==> config.mk <==
export PLATFORM = sky130hd
export DESIGN_NAME = pet_prg_injector
export DESIGN_NICKNAME = d
export VERILOG_FILES = /design/src/rtl/pet_prg_injector.sv
export SDC_FILE = /design/constraint.sdc
export NUM_CORES = 1
export LEC_CHECK = 0
export CAP_MARGIN = 10
export CORE_UTILIZATION = 57
export CTS_CLUSTER_SIZE = 40
export DETAILED_ROUTE_END_ITERATION = 10
export PLACE_DENSITY = 0.82
export SYNTH_ARGS = -nofsm -noshare
export SYNTH_HDL_FRONTEND = slang
export SYNTH_SLANG_ARGS = --single-unit
export TNS_END_PERCENT = 100
==> constraint.sdc <==
create_clock -name clk -period 5.5 [get_ports clk]
set_input_delay 0.55 -clock clk [delete_from_list [all_inputs] [get_ports clk]]
set_output_delay 0.55 -clock clk [all_outputs]
set_load 0.005 [all_outputs]
==> src/rtl/pet_prg_injector.sv <==
// PRG loader: parses the 2-byte load address, DMA-writes the payload into PET RAM,
// then points the BASIC end-of-program pointers at the first free byte.
module pet_prg_injector #(
  parameter logic [7:0] PTR_BASE     = 8'h2A,
  parameter int         PTR_COUNT    = 3,
  parameter bit         ALLOW_ROM_WR = 1'b0
) (
  input  logic        clk,
  input  logic        reset,
  input  logic        dl_start,
  input  logic        dl_end,
  input  logic [7:0]  in_data,
  input  logic        in_valid,
  output logic        in_ready,
  output logic [15:0] dma_addr,
  output logic [7:0]  dma_din,
  output logic        dma_we,
  output logic        busy,
  output logic        done,
  output logic        overflow,
  output logic        err,
  output logic [15:0] end_addr
);

  typedef enum logic [2:0] {
    S_IDLE, S_HDR_LO, S_HDR_HI, S_DATA, S_PATCH, S_FIN
  } state_t;

  localparam logic [7:0] PATCH_LAST = 8'(2 * PTR_COUNT - 1);

  state_t      state_q, state_d;
  logic [15:0] load_addr_q, load_addr_d;
  logic [15:0] cur_q, cur_d;
  logic [15:0] end_addr_q, end_addr_d;
  logic [15:0] dma_addr_q, dma_addr_d;
  logic [7:0]  dma_din_q, dma_din_d;
  logic        dma_we_q, dma_we_d;
  logic        overflow_q, overflow_d;
  logic        err_q, err_d;
  logic        end_seen_q, end_seen_d;
  logic        wrapped_q, wrapped_d;
  logic [7:0]  patch_idx_q, patch_idx_d;
  logic        accept;

  assign in_ready = (state_q == S_HDR_LO || state_q == S_HDR_HI || state_q == S_DATA)
                    && !dma_we_q && !end_seen_q;
  assign accept   = in_valid && in_ready;

  always_comb begin
    state_d     = state_q;
    load_addr_d = load_addr_q;
    cur_d       = cur_q;
    end_addr_d  = end_addr_q;
    dma_addr_d  = dma_addr_q;
    dma_din_d   = dma_din_q;
    dma_we_d    = 1'b0;
    overflow_d  = overflow_q;
    err_d       = err_q;
    end_seen_d  = end_seen_q || (dl_end && state_q != S_IDLE);
    wrapped_d   = wrapped_q;
    patch_idx_d = patch_idx_q;

    case (state_q)
      S_IDLE: begin
        if (dl_start) begin
          state_d    = S_HDR_LO;
          overflow_d = 1'b0;
          err_d      = 1'b0;
          end_seen_d = 1'b0;
          wrapped_d  = 1'b0;
        end
      end
      S_HDR_LO: begin
        if (end_seen_q) begin
          err_d   = 1'b1;
          state_d = S_FIN;
        end else if (accept) begin
          load_addr_d[7:0] = in_data;
          state_d          = S_HDR_HI;
        end
      end
      S_HDR_HI: begin
        if (end_seen_q) begin
          err_d   = 1'b1;
          state_d = S_FIN;
        end else if (accept) begin
          load_addr_d = {in_data, load_addr_q[7:0]};
          cur_d       = {in_data, load_addr_q[7:0]};
          end_addr_d  = {in_data, load_addr_q[7:0]};
          state_d     = S_DATA;
        end
      end
      S_DATA: begin
        if (accept) begin
          // once cur has wrapped past $FFFF it stays frozen and every byte is dropped
          if (wrapped_q) begin
            overflow_d = 1'b1;
          end else begin
            if (cur_q[15] && !ALLOW_ROM_WR) begin
              overflow_d = 1'b1;
            end else begin
              dma_we_d   = 1'b1;
              dma_addr_d = cur_q;
              dma_din_d  = in_data;
            end
            cur_d      = cur_q + 16'd1;
            end_addr_d = cur_q + 16'd1;
            if (cur_q == 16'hFFFF) wrapped_d = 1'b1;
          end
        end else if (end_seen_q && !dma_we_q) begin
          patch_idx_d = 8'd0;
          state_d     = (load_addr_q[15] || overflow_q) ? S_FIN : S_PATCH;
        end
      end
      S_PATCH: begin
        dma_we_d    = 1'b1;
        dma_addr_d  = {8'h00, PTR_BASE + patch_idx_q};
        dma_din_d   = patch_idx_q[0] ? end_addr_q[15:8] : end_addr_q[7:0];
        patch_idx_d = patch_idx_q + 8'd1;
        if (patch_idx_q == PATCH_LAST) state_d = S_FIN;
      end
      S_FIN: begin
        state_d = S_IDLE;
      end
      default: state_d = S_IDLE;
    endcase

    // restart while busy: abandon the transfer, keep what was already written
    if (dl_start && state_q != S_IDLE) begin
      state_d    = S_HDR_LO;
      dma_we_d   = 1'b0;
      overflow_d = 1'b0;
      err_d      = 1'b0;
      end_seen_d = 1'b0;
      wrapped_d  = 1'b0;
    end
  end

  always_ff @(posedge clk) begin
    if (reset) begin
      state_q     <= S_IDLE;
      load_addr_q <= 16'h0000;
      cur_q       <= 16'h0000;
      end_addr_q  <= 16'h0000;
      dma_addr_q  <= 16'h0000;
      dma_din_q   <= 8'h00;
      dma_we_q    <= 1'b0;
      overflow_q  <= 1'b0;
      err_q       <= 1'b0;
      end_seen_q  <= 1'b0;
      wrapped_q   <= 1'b0;
      patch_idx_q <= 8'd0;
    end else begin
      state_q     <= state_d;
      load_addr_q <= load_addr_d;
      cur_q       <= cur_d;
      end_addr_q  <= end_addr_d;
      dma_addr_q  <= dma_addr_d;
      dma_din_q   <= dma_din_d;
      dma_we_q    <= dma_we_d;
      overflow_q  <= overflow_d;
      err_q       <= err_d;
      end_seen_q  <= end_seen_d;
      wrapped_q   <= wrapped_d;
      patch_idx_q <= patch_idx_d;
    end
  end

  assign dma_addr = dma_addr_q;
  assign dma_din  = dma_din_q;
  assign dma_we   = dma_we_q;
  assign busy     = (state_q != S_IDLE);
  assign done     = (state_q == S_FIN);
  assign overflow = overflow_q;
  assign err      = err_q;
  assign end_addr = end_addr_q;

endmodule

=== Word level (Yosys, flattened, before mapping) ===
Cells that the tools add are included.
Widths: inputs -> output; s select.

* Add/sub/neg operators: 3
* Equality and inequality tests: 26
* Muxes and demuxes: 49
* Bitwise logic cells: 2
* Reduce and logical (&&, ||, !) cells: 30

{| class="wikitable"
|+ Operators with widths
! kind !! count
|-
| $mux 16 || 7
|-
| $mux 8 || 9
|-
| $pmux 16 s2 || 2
|-
| $pmux 8 s2 || 3
|-
| $mux 3 || 8
|-
| $add 16x1->16 const B || 1
|-
| $eq 16x16->1 const B || 1
|-
| $ne 2x2->1 const B || 8
|-
| $mux 1 || 15
|-
| $ne 3x3->1 const B || 5
|-
| $pmux 3 s5 || 1
|-
| $reduce_and 3->1 || 4
|-
| $reduce_and 4->1 || 3
|-
| $reduce_and 6->1 || 2
|-
| $add 6x8->8 const A || 1
|-
| $add 8x1->8 const B || 1
|-
| $eq 8x3->1 const B || 1
|-
| $ne 4x3->1 const B || 2
|-
| $pmux 1 s2 || 4
|-
| $reduce_bool 2->1 || 4
|-
| $eq 3x2->1 const B || 2
|-
| $eq 3x3->1 const B || 2
|-
| $logic_and 1x1->1 || 6
|-
| $reduce_and 5->1 || 1
|-
| 10 further kinds || 17
|}

* Register bits: 72
* Input bits: 13
* Output and inout port bits: 46

=== Longest topological paths before layout ===
Gate-level depths: netlist of run 1.

* Word-level depth: 10
* Mapped depth: 7
* Mapped depth without buffers: 6

=== Least setup slack after synthesis of run 1 ===
OpenSTA, ideal clock, no wires.

* Path type: in2reg
* From: input in_valid
* To: register dma_addr_q[2] (netlist: dma_addr[2])
* Library setup time: 0.088 ns
* Arrival time: 1.880 ns
* Required time: 5.412 ns
* Path slack: 3.532 ns
* Stages: 6
* Cell sequence: or4b_1 buf_2 nor4_4 buf_4 nand2_1 a311oi_2

* Word-level cells in the longest chain between the ends: 3

{| class="wikitable"
|+ Ends and longest elaborated chain
! element !! RTL line !! source
|-
| start: declaration || 13 || <nowiki>input logic in_valid,</nowiki>
|-
| $logic_and 1x1->1 || 47 || <nowiki>assign accept = in_valid && in_ready;</nowiki>
|-
| $ne 2x2->1 (no line) || n/a ||
|-
| $reduce_and 4->1 (no line) || n/a ||
|-
| end signal: assignment || 158 || <nowiki>dma_addr_q <= dma_addr_d;</nowiki>
|-
| end: declaration || 35 || <nowiki>logic [15:0] dma_addr_q, dma_addr_d;</nowiki>
|}

Every way passes these cells.
A chain may end at the register's enable or synchronous reset.

=== Worst setup path in the final report of run 1 ===
* From: input in_valid
* To: register end_addr_q[15] (netlist: end_addr[15])

* Word-level cells in the longest chain between the ends: 3

{| class="wikitable"
|+ Ends and longest elaborated chain
! element !! RTL line !! source
|-
| $logic_and 1x1->1 (*) || 47 ||
|-
| $ne 2x2->1 (no line) || n/a ||
|-
| $reduce_and 5->1 (no line) (*) || n/a ||
|-
| end signal: assignment || 157 || <nowiki>end_addr_q <= end_addr_d;</nowiki>
|-
| end: declaration || 34 || <nowiki>logic [15:0] end_addr_q, end_addr_d;</nowiki>
|}

Mark *: on every way between the ends. The rest lies on a longest branch, timed or not.

==> results of run 1 <==
[registers in the layout, summed over array words and instances (netlist names)]
signal	cells
dma_din	8
end_seen_q	1
wrapped_q	1
overflow	1
load_addr_q	9
err	1
dma_addr	15
end_addr	16
state_q	3
patch_idx_q	8
dma_we	1
[through the flow]
step	hold WS, ns	util, %	power, µW	instances
after floorplan	0.448	-	754	432
after global routing	0.478	73.1	1300	539
after detailed placement	0.450	69.8	852	524
after global placement	0.445	69.8	843	524
final	0.453	73.1	1240	539
after CTS	0.459	73.1	1240	539
[kinds of logic after synthesis]
logic type	synth area share, %
buffers and inverters	5.41
xor gates and xnor gates	1.02
other	0.109
AOI/OAI and AO/OA	24.4
DFF	37.2
and+or+nand+nor	26.3
adders and majority gates	1.74
muxes	3.85
[layout make-up]
class | count | area, µm²
Clock buffer | 11 | 141
Clock inverter | 4 | 45.0
Fill cell | 442 | 1530
Inverter | 8 | 30.0
Multi-Input combinational cell | 322 | 1980
Sequential cell | 64 | 1280
Tap cell | 72 | 90.1
Timing Repair Buffer | 58 | 578
[worst max-delay path, cell delays in order]
cell             delay [ns]
clkdlybuf4s50_1        0.49
nor4b_2                0.41
nand4_1                0.91
mux2_2                 0.64
a31oi_1                0.15
[synthesized netlist by cell type (3+ instances only)]
cell / instances
a211oi_1: 8
a21oi_1: 38
a311oi_1: 6
a311oi_2: 8
a31oi_1: 8
and2_1: 7
buf_2: 5
clkbuf_1: 30
dfxtp_1: 64
ha_1: 4
inv_1: 8
mux2i_1: 11
nand2_1: 76
nand3_1: 9
nand3b_1: 3
nand4_1: 5
nor2_1: 25
nor2b_1: 8
nor3_1: 11
nor4_1: 7
o211a_1: 3
o21a_1: 3
o21ai_0: 22
o31ai_1: 7
or3_1: 7
or4_1: 7
xnor2_1: 3
[routing by layer]
layer,wire [µm],track usage [%]
met2,4120,43.3
met3,627,4.57
met1,4080,44.1
met5,0,0
met4,149,11.8
[worst max path at each step]
stage / start / endpoint / slack [ns]
global route: in_valid / end_addr[15] / 2.45
floorplan: in_valid / dma_addr[2] / 3.53
CTS: in_valid / end_addr[15] / 2.66
global placement: in_valid / end_addr[15] / 2.42
finish: in_valid / end_addr[15] / 2.62
detailed placement: in_valid / end_addr[15] / 2.30
[where the power goes]
| group | switching [µW] | internal, µW |
|---|---|---|
| Clock | 179 | 217 |
| Sequential | 63.7 | 498 |
| Combinational | 142 | 144 |
| Total | 385 | 859 |
==> results.toml, run 1 <==
[timing]
worst_pin_slew_ns = 1.11
fin_ws_ns = 2.62
rsz0062_at_grt = "false"
min_period_ns = 2.88
finalSetupTns_ns = 0
post-route-period-util_pct = 52.4
hold_violations = 0
maxSlewHeadroom_pct = 25.4
drv_slew = 0
timing.fmax_mhz = 347
finalSetupViolations = 0
skew_ns = 0.00778

[cts]
cts_hold_buf = 0
clock_latency_ns = 0.34
clock-sinks = 64
path_clk_slew_ns = 0.07
post_cts_resized = 0
cts_tree = "done"
h-tree-depth = 3
numCtsBuffers = 9
clockBufferDepth = 2
cts.repair_timing.setup_buffer_count = 0
root_buffer = "clkbuf_8"

[floorplan]
die_w_um = 79.8
ios = 59
die_h_um = 79.8
start_util_pct = 60.8
die_area_um2 = 6360
rows = 27
core_area_um2 = 5680

[synthesis]
ys.flop_type = "dfxtp_1"
async_flop_share_pct = 0
avgSynthCellArea_um2 = 7.98
yosysTopAreaCellShare_pct = 37.2
synth_area_leaders = "dfxtp_1 (37%), nand2_1 (8.3%), a21oi_1 (5.5%), a311oi_2 (3.5%), clkbuf_1 (3.3%)"
synth_nets = 449
synth_edf_count = 0
syn-cell-area_um2 = 3450
yosys.area.top_type = "dfxtp_1"
yosysWarnings = 0
ys_seq_elements = 64
synth-seq-area-share_pct = 37.2
ys_types = 57
netlist_instances = 432

[layout]
area_growth_pct = 20.2
finalInstanceArea_um2 = 4150
nets = 480
diodes = 0
final_common_cell = "nand2_1"
drive_gt1_share_pct = 6.64
final_cell_mix = "nand2_1 (76), dfxtp_1 (64), clkdlybuf4s50_1 (57)"

[routing]
post_drt_wl_per_cell_um = 16.7
drc = 0
first_pass_iters = 5
viasPerCell = 6.27
drtIter0Drc = 263
dr_total_vias = 3377
wirelength_um = 8980
ant_nets = 0

[power_and_ir_drop]
leakage_uw = 0.00142
peakVddDrop_v = 0.000210
powerDensity_nw_per_um2 = 300

[setup_path]
worstSetupPathType = "primary input to flip-flop"
crit_required_ns = 5.77
cp-end-kind = "flip-flop"
critPathMaxFanout = 25
r2r-start = "state_q[0]"
r2r_slack_ns = 2.73
startpoint_type = "primary input"
ff2ff_path_depth = 4
critPathArrivalTime_ns = 3.15
timing.rr.end = "end_addr[7]"

[placed_design]
placed_area_um2 = 3960
dp_hpwl_um = 6000
gp_congestion = 0.903
place.port_buffers = 57
post-place-ws_ns = 2.30

[global_route]
grt_overflow_total = 0
antenna_found_initial = 0
grt_max_degree = 41
grt_pass1_wl_um = 14700
grt_pass1_vias = 2888
grtUsageTotal_pct = 29.9

[outcome]
outcome = "complete, no violations"

[min_path]
min_path_type = "flip-flop to flip-flop"
hold_end = "dma_addr[14]"
whs_path_depth = 2
holdCritStartpoint = "dma_addr[14]"

[run]
maxCapViolations = 0
Note: power is estimated with default switching activity, not from simulation.
==> inputs of run 2 (changes only) <==
--- a/config.mk
+++ b/config.mk
@@ -6,10 +6,10 @@
 export NUM_CORES = 1
 export LEC_CHECK = 0
 export CAP_MARGIN = 10
-export CORE_UTILIZATION = 57
+export CORE_UTILIZATION = 53
 export CTS_CLUSTER_SIZE = 40
 export DETAILED_ROUTE_END_ITERATION = 10
-export PLACE_DENSITY = 0.82
+export PLACE_DENSITY = 0.77
 export SYNTH_ARGS = -nofsm -noshare
 export SYNTH_HDL_FRONTEND = slang
 export SYNTH_SLANG_ARGS = --single-unit
==> constraint.sdc (replaced) <==
create_clock -name clk -period 3 [get_ports clk]
set_input_delay 0.3 -clock clk [delete_from_list [all_inputs] [get_ports clk]]
set_output_delay 0.3 -clock clk [all_outputs]
set_load 0.005 [all_outputs]
==> run 2 against run 1 <==
  * Routed wire length is 5.0% higher
  * Register-to-register slack worse by 2.0 ns
  * Via count is 0.83% higher
  * Core utilization is 5.8 points lower
  * Clock power is 94% higher
  * Sequential share of layout area is 0.73 points lower
  * Sequential power is 83% higher
  * Largest cell class unchanged
  * Total power is 89% higher
  * First-iteration DRC count is 40% higher
  * Clock skew is 0.0021 ns higher
  * Cell count is 2.8% higher
  * Non-clock buffer count is 10 higher
==> results.toml, run 2 (synthesized netlist as in run 1, its figures left out) <==
[timing]
rsz0062_at_grt = "false"
holdWs_ns = 0.459
drv_slew = 0
finalSetupViolations = 0
finalSetupTns_ns = 0
post-route-period-util_pct = 77.3
timing.fmax_mhz = 431
skew_ns = 0.00984
min_period_ns = 2.32
hold_violations = 0
maxSlewHeadroom_pct = 46.9
fin_ws_ns = 0.680
worst_pin_slew_ns = 0.796

[global_route]
antenna_found_initial = 0
grt_max_degree = 32
grtUsageTotal_pct = 29.3
grt_pass1_wl_um = 15000
grt_overflow_total = 0
grt_pass1_vias = 2986

[power_and_ir_drop]
powerDensity_nw_per_um2 = 552
peakVddDrop_v = 0.000350
leakage_uw = 0.00148
power_uw = 2350

[floorplan]
ios = 59
die_h_um = 82.7
core_area_um2 = 6310
die_w_um = 82.7
rows = 29
die_area_um2 = 6830
start_util_pct = 54.6

[layout]
diodes = 0
final_common_cell = "nand2_1"
largest_register_ffs = 16
nFillCells = 550
drive_gt1_share_pct = 8.81
stdcell_count = 554
area_growth_pct = 23.1
final_cell_mix = "nand2_1 (76), dfxtp_1 (64), clkdlybuf4s50_1 (57)"
nets = 490

[cts]
clock_latency_ns = 0.34
root_buffer = "clkbuf_8"
cts_tree = "done"
numCtsBuffers = 9
clock-sinks = 64
post_cts_resized = 0
cts.repair_timing.setup_buffer_count = 0
cts_hold_buf = 0
path_clk_slew_ns = 0.07
h-tree-depth = 3
clockBufferDepth = 2

[setup_path]
cp-end-kind = "flip-flop"
startpoint_type = "flip-flop"
worstSetupPathType = "flip-flop to flip-flop"
ff2ff_path_depth = 5
cp-endpoint = "patch_idx_q[5]"
timing.rr.end = "patch_idx_q[5]"
critPathArrivalTime_ns = 2.59
critPathMaxFanout = 23
crit_required_ns = 3.27
r2r-start = "state_q[0]"
r2r_slack_ns = 0.68
worstSetupStartpoint = "state_q[0]"

[placed_design]
post-place-ws_ns = 0.616
place_inst = 539
gp_congestion = 0.898
place.port_buffers = 57
dp_hpwl_um = 6410

[routing]
post_drt_wl_per_cell_um = 17.0
first_pass_iters = 5
drc = 0
wirelength_um = 9430
viasPerCell = 6.15
dr_total_vias = 3405
drtIter0Drc = 369
ant_nets = 0

[min_path]
whs_path_depth = 2
min_path_type = "flip-flop to flip-flop"
holdCritStartpoint = "dma_addr[12]"

[outcome]
outcome = "complete, no violations"

[run]
maxCapViolations = 0
==> run 2: cell count changes in the layout (fill, tap and decap cells not counted) <==
| cell | previous run | this run |
|---|---|---|
| clkbuf_8 | 10 | 12 |
| clkinv_2 | 3 | 2 |
| clkbuf_1 | 1 | 0 |
| buf_4 | 1 | 11 |
==> run 2: final cells by class <==
class / count / area (µm²) / area share, %
Multi-Input combinational cell: 322 / 1980 / 46.6
Clock buffer: 12 / 165 / 3.89
Timing Repair Buffer: 68 / 653 / 15.4
Sequential cell: 64 / 1280 / 30.2
Tap cell: 77 / 96.3 / 2.27
Clock inverter: 3 / 40.0 / 0.943
Inverter: 8 / 30.0 / 0.707
==> run 2: critical path, cell delays in order (launching register included) <==
cell and delay, ns:
dfxtp_1 0.78, and3b_1 0.26, buf_4 0.23, a21oi_1 0.27, or4_1 0.56, a21oi_1 0.15
==> run 2: per-stage QoR <==
stage	utilization, %	cell area, µm²
after global routing	67.3	4250
after floorplan	-	3450
after CTS	67.3	4250
after detailed placement	64.0	4040
final	67.3	4250
after global placement	64.0	4040
==> run 2: worst min path at each step <==
stage	endpoint	slack (ns)
floorplan	load_addr_q[0]	0.44
global placement	dma_addr[13]	0.45
detailed placement	dma_addr[12]	0.45
CTS	dma_addr[12]	0.46
global route	dma_addr[12]	0.48
finish	dma_addr[12]	0.46
==> run 2: per-layer routing <==
layer	vias to the layer above	GRT usage, %	part of all wire (%)
li1	1649	-	-
met1	1626	41.8	46
met2	118	43.3	46
met3	12	4.84	6.1
met4	0	12.4	1.4
met5	-	0	0
==> run 2: power by group <==
group	internal, µW	switching (µW)	leakage [µW]	total [µW]
logic	279	270	0.000855	549
clock network	444	324	0.000108	768
registers	913	115	0.000517	1030
==> inputs of run 3 (changes only) <==
==> constraint.sdc (replaced) <==
create_clock -name clk -period 2.2 [get_ports clk]
set_input_delay 0.22 -clock clk [delete_from_list [all_inputs] [get_ports clk]]
set_output_delay 0.22 -clock clk [all_outputs]
set_load 0.005 [all_outputs]
==> run 3 against run 2 <==
  * Via count up 5.0%
  * Cell count up 4.9%
  * Flip-flop and latch count unchanged
  * Routed wire length up 4.9%
  * Global-route usage up 0.97 points
  * Combinational power up 62%
  * Largest power group unchanged
  * Sequential share of layout area down 1.3 points
  * Die area unchanged
  * Worst hold slack better by 0.0011 ns
  * Total power up 39%
  * Core utilization up 3.2 points
==> results.toml, run 3 (synthesized netlist as in run 1, its figures left out) <==
[floorplan]
core_area_um2 = 6310
die_w_um = 82.7
die_h_um = 82.7
die_area_um2 = 6830
rows = 29
start_util_pct = 54.6
ios = 59

[layout]
area_growth_pct = 29.0
final_cell_mix = "nand2_1 (76), dfxtp_1 (62), clkdlybuf4s50_1 (57)"
nets = 516
diodes = 0
largest_register_ffs = 16
final_common_cell = "nand2_1"
drive_gt1_share_pct = 13.9
stdcell_count = 581
nFillCells = 524

[placed_design]
place.port_buffers = 57
place_inst = 565
gp_congestion = 0.889
dp_hpwl_um = 6950
post-place-ws_ns = 0.0333

[routing]
post_drt_wl_per_cell_um = 17.0
drc = 0
viasPerCell = 6.15
wirelength_um = 9890
drtIter0Drc = 306
first_pass_iters = 5
ant_nets = 0
dr_total_vias = 3576

[cts]
clockBufferDepth = 2
cts_tree = "done"
clock-sinks = 64
cts_hold_buf = 0
path_clk_slew_ns = 0.07
numCtsBuffers = 9
clock_latency_ns = 0.35
root_buffer = "clkbuf_8"
h-tree-depth = 3

[timing]
finalSetupViolations = 0
drv_slew = 0
min_period_ns = 2.09
post-route-period-util_pct = 95.0
timing.fmax_mhz = 479
holdWs_ns = 0.460
worst_pin_slew_ns = 0.675
skew_ns = 0.0121
fin_ws_ns = 0.110
hold_violations = 0
finalSetupTns_ns = 0
rsz0062_at_grt = "false"
maxSlewHeadroom_pct = 55.0

[setup_path]
startpoint_type = "flip-flop"
critPathArrivalTime_ns = 1.87
worstSetupPathType = "flip-flop to primary output"
cp_top_family = "buffers and inverters"
slowest_delay_ns = 0.48
critPathMaxFanout = 15
critPathSlowestCell = "clkdlybuf4s50_1"
cp-end-kind = "primary output"
crit_required_ns = 1.98
crit_chain = "buf_4 -> or3_1 -> clkdlybuf4s50_1"
crit_buf_inv = 2

[global_route]
grtUsageMet2_pct = 46.2
grt_pass1_wl_um = 15500
grtUsageMet1_pct = 42.2
grt_pass1_vias = 3162
grt.busiest_layer = "met2"
grt_max_degree = 26
antenna_found_initial = 0
met3_usage_pct = 4.95
grtUsageTotal_pct = 30.3
grt_overflow_total = 0

[min_path]
min_path_type = "flip-flop to flip-flop"

[power_and_ir_drop]
power_uw = 3260
powerDensity_nw_per_um2 = 733
leakage_uw = 0.00161
peakVddDrop_v = 0.000436

[run]
maxCapViolations = 0

[outcome]
outcome = "complete, no violations"
==> run 3: cell count changes in the layout (fill, tap and decap cells not counted) <==
cell	before	now
dfxtp_2	0	2
buf_12	0	1
clkbuf_8	12	10
clkbuf_1	0	1
buf_4	11	36
clkinv_4	0	1
clkinvlp_4	0	1
dfxtp_1	64	62
==> run 3: metal layers <==
| layer | routed length (µm) | part of all wire, % |
|---|---|---|
| met1 | 4490 | 45 |
| met2 | 4460 | 45 |
| met3 | 719 | 7.3 |
| met4 | 228 | 2.3 |
| met5 | 0 | 0 |
==> run 3: worst paths after layout <==
kind / from / to / slack (ns) / cells past startpoint
worst max-delay path: state_q[1] / busy / 0.11 / 3
worst min-delay path: dma_addr[12] / dma_addr[12] / 0.46 / 2
worst min register to register: dma_addr[12] / dma_addr[12] / 0.46 / 2
worst max register to register: dma_we / end_addr[1] / 0.28 / 6
==> run 3: power by group <==
| part | internal, µW | total [µW] | switching (µW) |
|---|---|---|---|
| combinational | 438 | 888 | 450 |
| clock | 552 | 1030 | 475 |
| sequential | 1250 | 1340 | 95.3 |
| total | 2240 | 3260 | 1020 |
==> run 3: layout make-up <==
cell class | instances | area, µm² | area share [%]
inverters | 8 | 30.0 | 0.675
clock inverters | 5 | 56.3 | 1.27
flip-flops and latches | 64 | 1280 | 28.9
repair buffers | 94 | 861 | 19.3
multi-input cells | 322 | 1980 | 44.5
well taps | 77 | 96.3 | 2.17
clock buffers | 11 | 141 | 3.18
==> run 3: repair_timing <==
| action | 4_1_cts | 5_1_grt |
|---|---|---|
| endpoints found under the hold margin | 0 | 0 |
| gates resized for setup | 0 | 2 |
| setup buffers | 0 | 0 |
| endpoints found under the setup margin | 0 | 2 |
==> run 3: through the flow <==
step           util (%)  instance area [µm²]
6_report           70.5                 4450
5_1_grt            70.5                 4450
4_1_cts            70.4                 4450
3_5_place_dp       67.3                 4250
3_3_place_gp       67.3                 4250
2_1_floorplan         -                 3450
==> run 3: worst reg2reg max path, cell delays in order, from the launching register on <==
cell and delay (ns):
dfxtp_1 0.38, or4b_1 0.60, buf_4 0.19, nor2_1 0.16
buf_4 0.22, nor2_1 0.06, a311oi_1 0.24
